**config.mk**
```make
export PLATFORM = sky130hd
export DESIGN_NAME = mel_frame_reader
export DESIGN_NICKNAME = d
export VERILOG_FILES = /design/src/rtl/mel_pkg.sv /design/src/rtl/mel_skid_fifo.sv /design/src/rtl/mel_frame_reader.sv
export SDC_FILE = /design/constraint.sdc
export NUM_CORES = 1
export LEC_CHECK = 0
export ABC_CLOCK_PERIOD_IN_PS = 3100
export CORE_ASPECT_RATIO = 0.6
export CORE_MARGIN = 1
export CORE_UTILIZATION = 50
export CTS_BUF_LIST = sky130_fd_sc_hd__clkbuf_8
export CTS_CLUSTER_DIAMETER = 80
export CTS_CLUSTER_SIZE = 12
export DETAILED_ROUTE_END_ITERATION = 10
export DONT_BUFFER_PORTS = 1
export REMOVE_ABC_BUFFERS = 1
export SLEW_MARGIN = 20
export SYNTH_ARGS = -nofsm -noshare
export SYNTH_HDL_FRONTEND = slang
export SYNTH_SLANG_ARGS = --single-unit
```
**constraint.sdc**
```tcl
create_clock -name clk -period 3.1 [get_ports clk]
set_input_delay 0.465 -clock clk [delete_from_list [all_inputs] [get_ports clk]]
set_output_delay 0.465 -clock clk [all_outputs]
set_load 0.05 [all_outputs]
```
**src/rtl/mel_pkg.sv**
```systemverilog
// mel_pkg -- shared definitions for the mel frame reader.
//   reader_state_t : 2-bit state of the frame reader FSM
//   MEL_BINS_DEF   : default number of mel values per frame
//   DATA_W_DEF     : default width of one log-mel value
package mel_pkg;

    localparam int MEL_BINS_DEF = 40;
    localparam int DATA_W_DEF   = 16;

    typedef enum logic [1:0] {
        ST_IDLE  = 2'd0,
        ST_FETCH = 2'd1,
        ST_DRAIN = 2'd2,
        ST_ACK   = 2'd3
    } reader_state_t;

endpackage

```
**src/rtl/mel_skid_fifo.sv**
```systemverilog
// mel_skid_fifo -- 2-entry FIFO between the buffer read port and the stream.
//   clk, reset     : clock, synchronous active-high reset
//   flush          : drop all entries (takes priority over push/pop)
//   push/push_data : write one entry
//   pop            : retire the head entry
//   head_data      : current head entry (meaningful when count != 0)
//   count          : number of entries held, 0..2
// Push and pop in the same cycle on a full FIFO is legal: the pop frees
// the slot the push writes into.
module mel_skid_fifo #(
    parameter int WIDTH = 17
) (
    input  logic             clk,
    input  logic             reset,
    input  logic             flush,
    input  logic             push,
    input  logic [WIDTH-1:0] push_data,
    input  logic             pop,
    output logic [WIDTH-1:0] head_data,
    output logic [1:0]       count
);

    logic [WIDTH-1:0] mem [2];
    logic             wr_ptr;
    logic             rd_ptr;
    logic             do_push;
    logic             do_pop;

    assign do_pop  = pop && (count != 2'd0);
    assign do_push = push && ((count != 2'd2) || do_pop);

    always_ff @(posedge clk) begin
        if (reset) begin
            // NOTE: the two storage words are reset on purpose so the stream
            // data output reads 0 out of reset; larger memories would not be.
            mem[0] <= '0;
            mem[1] <= '0;
            wr_ptr <= 1'b0;
            rd_ptr <= 1'b0;
            count  <= 2'd0;
        end else if (flush) begin
            wr_ptr <= 1'b0;
            rd_ptr <= 1'b0;
            count  <= 2'd0;
        end else begin
            if (do_push) begin
                mem[wr_ptr] <= push_data;
                wr_ptr      <= ~wr_ptr;
            end
            if (do_pop) begin
                rd_ptr <= ~rd_ptr;
            end
            count <= count + 2'(do_push) - 2'(do_pop);
        end
    end

    assign head_data = mem[rd_ptr];

endmodule

```
**src/rtl/mel_frame_reader.sv**
```systemverilog
// mel_frame_reader -- reads one frame of MEL_BINS log-mel values out of the
// output buffer and streams them toward the CNN with a valid/ready handshake.
//   clk, reset      : clock, synchronous active-high reset
//   output_valid_i  : buffer holds a complete frame (low mid-frame aborts)
//   rd_en_o/rd_idx_o: buffer read strobe and index
//   rd_data_i       : read data, valid the cycle after rd_en_o
//   frame_sent_o    : one-cycle pulse once the whole frame was accepted
//   m_valid_o/m_ready_i/m_data_o/m_last_o : stream toward the CNN
//   frame_cnt_o     : completed-frame counter, only present when the macro
//                     MEL_READER_FRAME_CNT_EN is defined
module mel_frame_reader
    import mel_pkg::*;
#(
    parameter int MEL_BINS = MEL_BINS_DEF,
    parameter int DATA_W   = DATA_W_DEF
) (
    input  logic                        clk,
    input  logic                        reset,
    input  logic                        output_valid_i,
    output logic                        rd_en_o,
    output logic [$clog2(MEL_BINS)-1:0] rd_idx_o,
    input  logic [DATA_W-1:0]           rd_data_i,
    output logic                        frame_sent_o,
    output logic                        m_valid_o,
    input  logic                        m_ready_i,
    output logic [DATA_W-1:0]           m_data_o,
    output logic                        m_last_o
`ifdef MEL_READER_FRAME_CNT_EN
    ,
    output logic [15:0]                 frame_cnt_o
`endif
);

    localparam int               IDX_W    = $clog2(MEL_BINS);
    localparam logic [IDX_W-1:0] LAST_IDX = IDX_W'(MEL_BINS - 1);

    reader_state_t    state;
    logic [IDX_W-1:0] rd_idx;
    logic             inflight;       // read issued last cycle, data on rd_data_i now
    logic             inflight_last;  // that read was for the last bin
    logic [1:0]       fifo_count;
    logic [DATA_W:0]  fifo_head;
    logic             pop;
    logic             push;
    logic             abort;
    logic             issue;

    assign m_valid_o = (fifo_count != 2'd0);
    assign m_data_o  = fifo_head[DATA_W-1:0];
    assign m_last_o  = fifo_head[DATA_W];
    assign pop       = m_valid_o && m_ready_i;

    assign abort = ((state == ST_FETCH) || (state == ST_DRAIN)) && !output_valid_i;

    // Credit check: what the FIFO will hold after this edge (held + landing
    // - leaving) must leave room for the read issued now. It uses this
    // cycle's pop so a steady stream sustains one value per cycle with only
    // two entries; that makes rd_en_o combinational on m_ready_i.
    assign issue = (state == ST_FETCH) && output_valid_i &&
                   (({1'b0, fifo_count} + 3'(inflight) - 3'(pop)) < 3'd2);

    assign rd_en_o  = issue;
    assign rd_idx_o = rd_idx;
    assign push     = inflight && !abort;

    mel_skid_fifo #(
        .WIDTH (DATA_W + 1)
    ) u_fifo (
        .clk       (clk),
        .reset     (reset),
        .flush     (abort),
        .push      (push),
        .push_data ({inflight_last, rd_data_i}),
        .pop       (pop),
        .head_data (fifo_head),
        .count     (fifo_count)
    );

    always_ff @(posedge clk) begin
        if (reset) begin
            state         <= ST_IDLE;
            rd_idx        <= '0;
            inflight      <= 1'b0;
            inflight_last <= 1'b0;
            frame_sent_o  <= 1'b0;
        end else begin
            // NOTE: state registers use non-blocking assignments so every
            // branch below sees the values from before this edge.
            inflight      <= issue;
            inflight_last <= issue && (rd_idx == LAST_IDX);
            frame_sent_o  <= 1'b0;
            case (state)
                ST_IDLE: begin
                    // also wraps the index left at the last bin by the previous frame
                    rd_idx <= '0;
                    if (output_valid_i) begin
                        state <= ST_FETCH;
                    end
                end
                ST_FETCH: begin
                    if (abort) begin
                        state <= ST_IDLE;
                    end else if (issue) begin
                        if (rd_idx == LAST_IDX) begin
                            state <= ST_DRAIN;
                        end else begin
                            rd_idx <= rd_idx + IDX_W'(1);
                        end
                    end
                end
                ST_DRAIN: begin
                    if (abort) begin
                        state <= ST_IDLE;
                    end else if (pop && m_last_o) begin
                        state        <= ST_ACK;
                        frame_sent_o <= 1'b1;
                    end
                end
                ST_ACK: begin
                    state <= ST_IDLE;
                end
                default: begin
                    state <= ST_IDLE;
                end
            endcase
        end
    end

`ifdef MEL_READER_FRAME_CNT_EN
    logic [15:0] frame_cnt;

    always_ff @(posedge clk) begin
        if (reset) begin
            frame_cnt <= 16'd0;
        end else if (frame_sent_o) begin
            frame_cnt <= frame_cnt + 16'd1;  // wraps 0xFFFF -> 0
        end
    end

    assign frame_cnt_o = frame_cnt;
`endif

endmodule
```
==> impl_metrics.ini <==
[run_status]
status = completed

[min_path]
holdCritPathClass = in2reg

[grt]
grt_pass1_wl_um = 6180
antenna_found_initial = 0
grt_max_degree = 18
grt_util_all_layers_pct = 16.9
gr-total-overflow = 0
grt_pass1_vias = 1286

[synthesis]
yosys_warnings = 0
synth_edf_count = 34
synth_top_area_share_pct = 43.9
synthTopCellsByCount = 34 x and2_1, 34 x edfxtp_1, 17 x mux2_2
synth_area_um2 = 2330
synthArstFlopShare_pct = 0
synth_seq_cells = 50
synthTopCellsByArea = edfxtp_1 44%, dfxtp_1 14%, and2_1 9.1%
synth_largest_area_cell = edfxtp_1
syn_inst = 189
ys_types = 37
synth.avg_cell_area_um2 = 12.3
synthFlopType = edfxtp_1
ys_seq_area_share_pct = 57.6

[cells_and_area]
layout.cells.non_filler = 254
finish.instance_area_um2 = 2500
drive_above_1_share_pct = 19.1
area_delta_synth_final_pct = 7.63
final_nets = 221
fin_util_pct = 58.5
n_antenna_cell = 0

[die]
die_area_um2 = 4940
io_pins = 46
num_rows = 18
die_width_um = 90.1
die_h_um = 54.8
initial_core_util_pct = 54.4
core_um2 = 4280

[power_and_ir_drop]
p_leak_nw = 0.927
p_seq_share_pct = 42.6
pwr-share-clk_pct = 21.4
switchingPower_uw = 807
pwr-share-comb_pct = 36.1
internal_power_mw = 1.24
vdd_drop_max_v = 0.000599
swShare_pct = 39.3
p_per_area_nw_per_um2 = 819

[clocking]
clk_pin_slew_ns = 0.09
cts.sinks = 50
cts-htree-levels = 2
postCtsHoldBufs = 0
cts_buffers = 5
clockBufferDepth = 2
insertion_delay_ns = 0.29
ctsResizeCount = 0
cts-root-buf = clkbuf_8
cts_post_setup_buffers_inserted = 0
cts_tree = yes

[worst_setup_path]
cp.arrival_ns = 2.37
cp-start-kind = flip-flop
critPathMaxFanout = 5
cp_data_required_time_ns = 2.63
endpoint_kind = output port
criticalPathCategory = reg2out

[route]
ant_nets = 0
drc = 0
vias = 1358
avgViaCountPerCell = 5.35
wire_per_inst_um = 15.3
wl_um = 3880
drt-initial-drc-count = 84
drt_pass1_iterations = 4

[sta]
setup_viol = 0
min_period_ns = 2.83
rsz0062_at_grt = no
skew_ns = 0.00436
hold_viol_final = 0
maxSlewViolCount = 0
setup_tns_ns = 0
finalCritPeriodShare_pct = 91.4
max-slew-margin-rel_pct = 35.8
worstMarginPinSlew_ns = 0.958
fmaxAchievable_mhz = 353

[placement]
place.detailed.hpwl_um = 2690
gp_congestion = 0.759
placedCellCount = 246
io_buffers = 0
place_area_um2 = 2400

[flow_run]
drv_cap = 0
## routing by layer
| metal | GRT usage (%) | up-vias | wire [um] |
|---|---|---|---|
| met2 | 26.5 | 52 | 1640 |
| met1 | 22.3 | 636 | 1870 |
| met4 | 4.03 | 0 | 8 |
| li1 | - | 668 | - |
| met5 | 0 | - | 0 |
| met3 | 6.67 | 2 | 361 |
## registers in the layout, summed over array words and instances, names as in the netlist, 2 cells and up, named ones only
register,flops
u_fifo.mem,34
rd_idx_o,6
state,2
u_fifo.count,2
## through the flow
stage	worst slack [ns]	total power [mW]	hold slack, ns
floorplan	0.579	1.53	0.481
global placement	0.471	1.61	0.498
detailed placement	0.351	1.63	0.502
CTS	0.261	2.07	0.215
global route	0.102	2.15	0.215
finish	0.266	2.05	0.230
## power groups by stage
stage | clock network, mW | logic, mW | registers [mW]
6_report | 0.438 | 0.739 | 0.873
5_1_grt | 0.468 | 0.799 | 0.887
4_1_cts | 0.447 | 0.744 | 0.876
3_5_place_dp | 0 | 0.739 | 0.891
3_3_place_gp | 0 | 0.728 | 0.885
2_1_floorplan | 0 | 0.657 | 0.871
## path summary, 6_finish.rpt
kind | endpoint | depth (start not counted) | from | slack, ns
max | rd_en_o | 7 | u_fifo.count[1] | 0.27
min | rd_idx_o[1] | 1 | reset | 0.23
max reg2reg | rd_idx_o[3] | 10 | u_fifo.count[1] | 0.31
min reg2reg | flip-flop | 2 | u_fifo.rd_ptr | 0.53
## cells in the final DEF (no fill, tap or decap), types with 6 or more instances in the layout
cell       n
nand2_1    6
dfxtp_1   16
ha_1       7
inv_1      9
mux2_2    17
and2_1    34
nor2_1    11
edfxtp_1  34
## cell families (layout without fill, tap and decap cells)
logic type	after synthesis	after routing	share of synthesized area [%]
adders and majority gates	8	8	4.62
AOI/OAI and AO/OA	17	17	5.75
buffers and inverters	15	20	2.63
and+or+nand+nor	75	75	18.5
muxes	17	17	8.23
DFF	50	50	57.6
xor gates and xnor gates	7	7	2.63
## final cells by class
| type | instances | area [um^2] |
|---|---|---|
| inverters | 10 | 38.8 |
| repair buffers | 2 | 15.0 |
| fillers | 347 | 1770 |
| well taps | 60 | 75.1 |
| clock buffers | 5 | 68.8 |
| flip-flops and latches | 50 | 1340 |
| multi-input cells | 124 | 928 |
| clock inverters | 3 | 37.5 |
## worst max-delay path: stages (launching register included)
cell	delay [ns]
dfxtp_1	0.38
o21a_1	0.21
ha_1	0.27
nand2b_1	0.16
fa_1	0.38
xnor2_1	0.21
nand4_2	0.20
clkinv_2	0.25
Note: power is estimated with default switching activity, not from simulation.
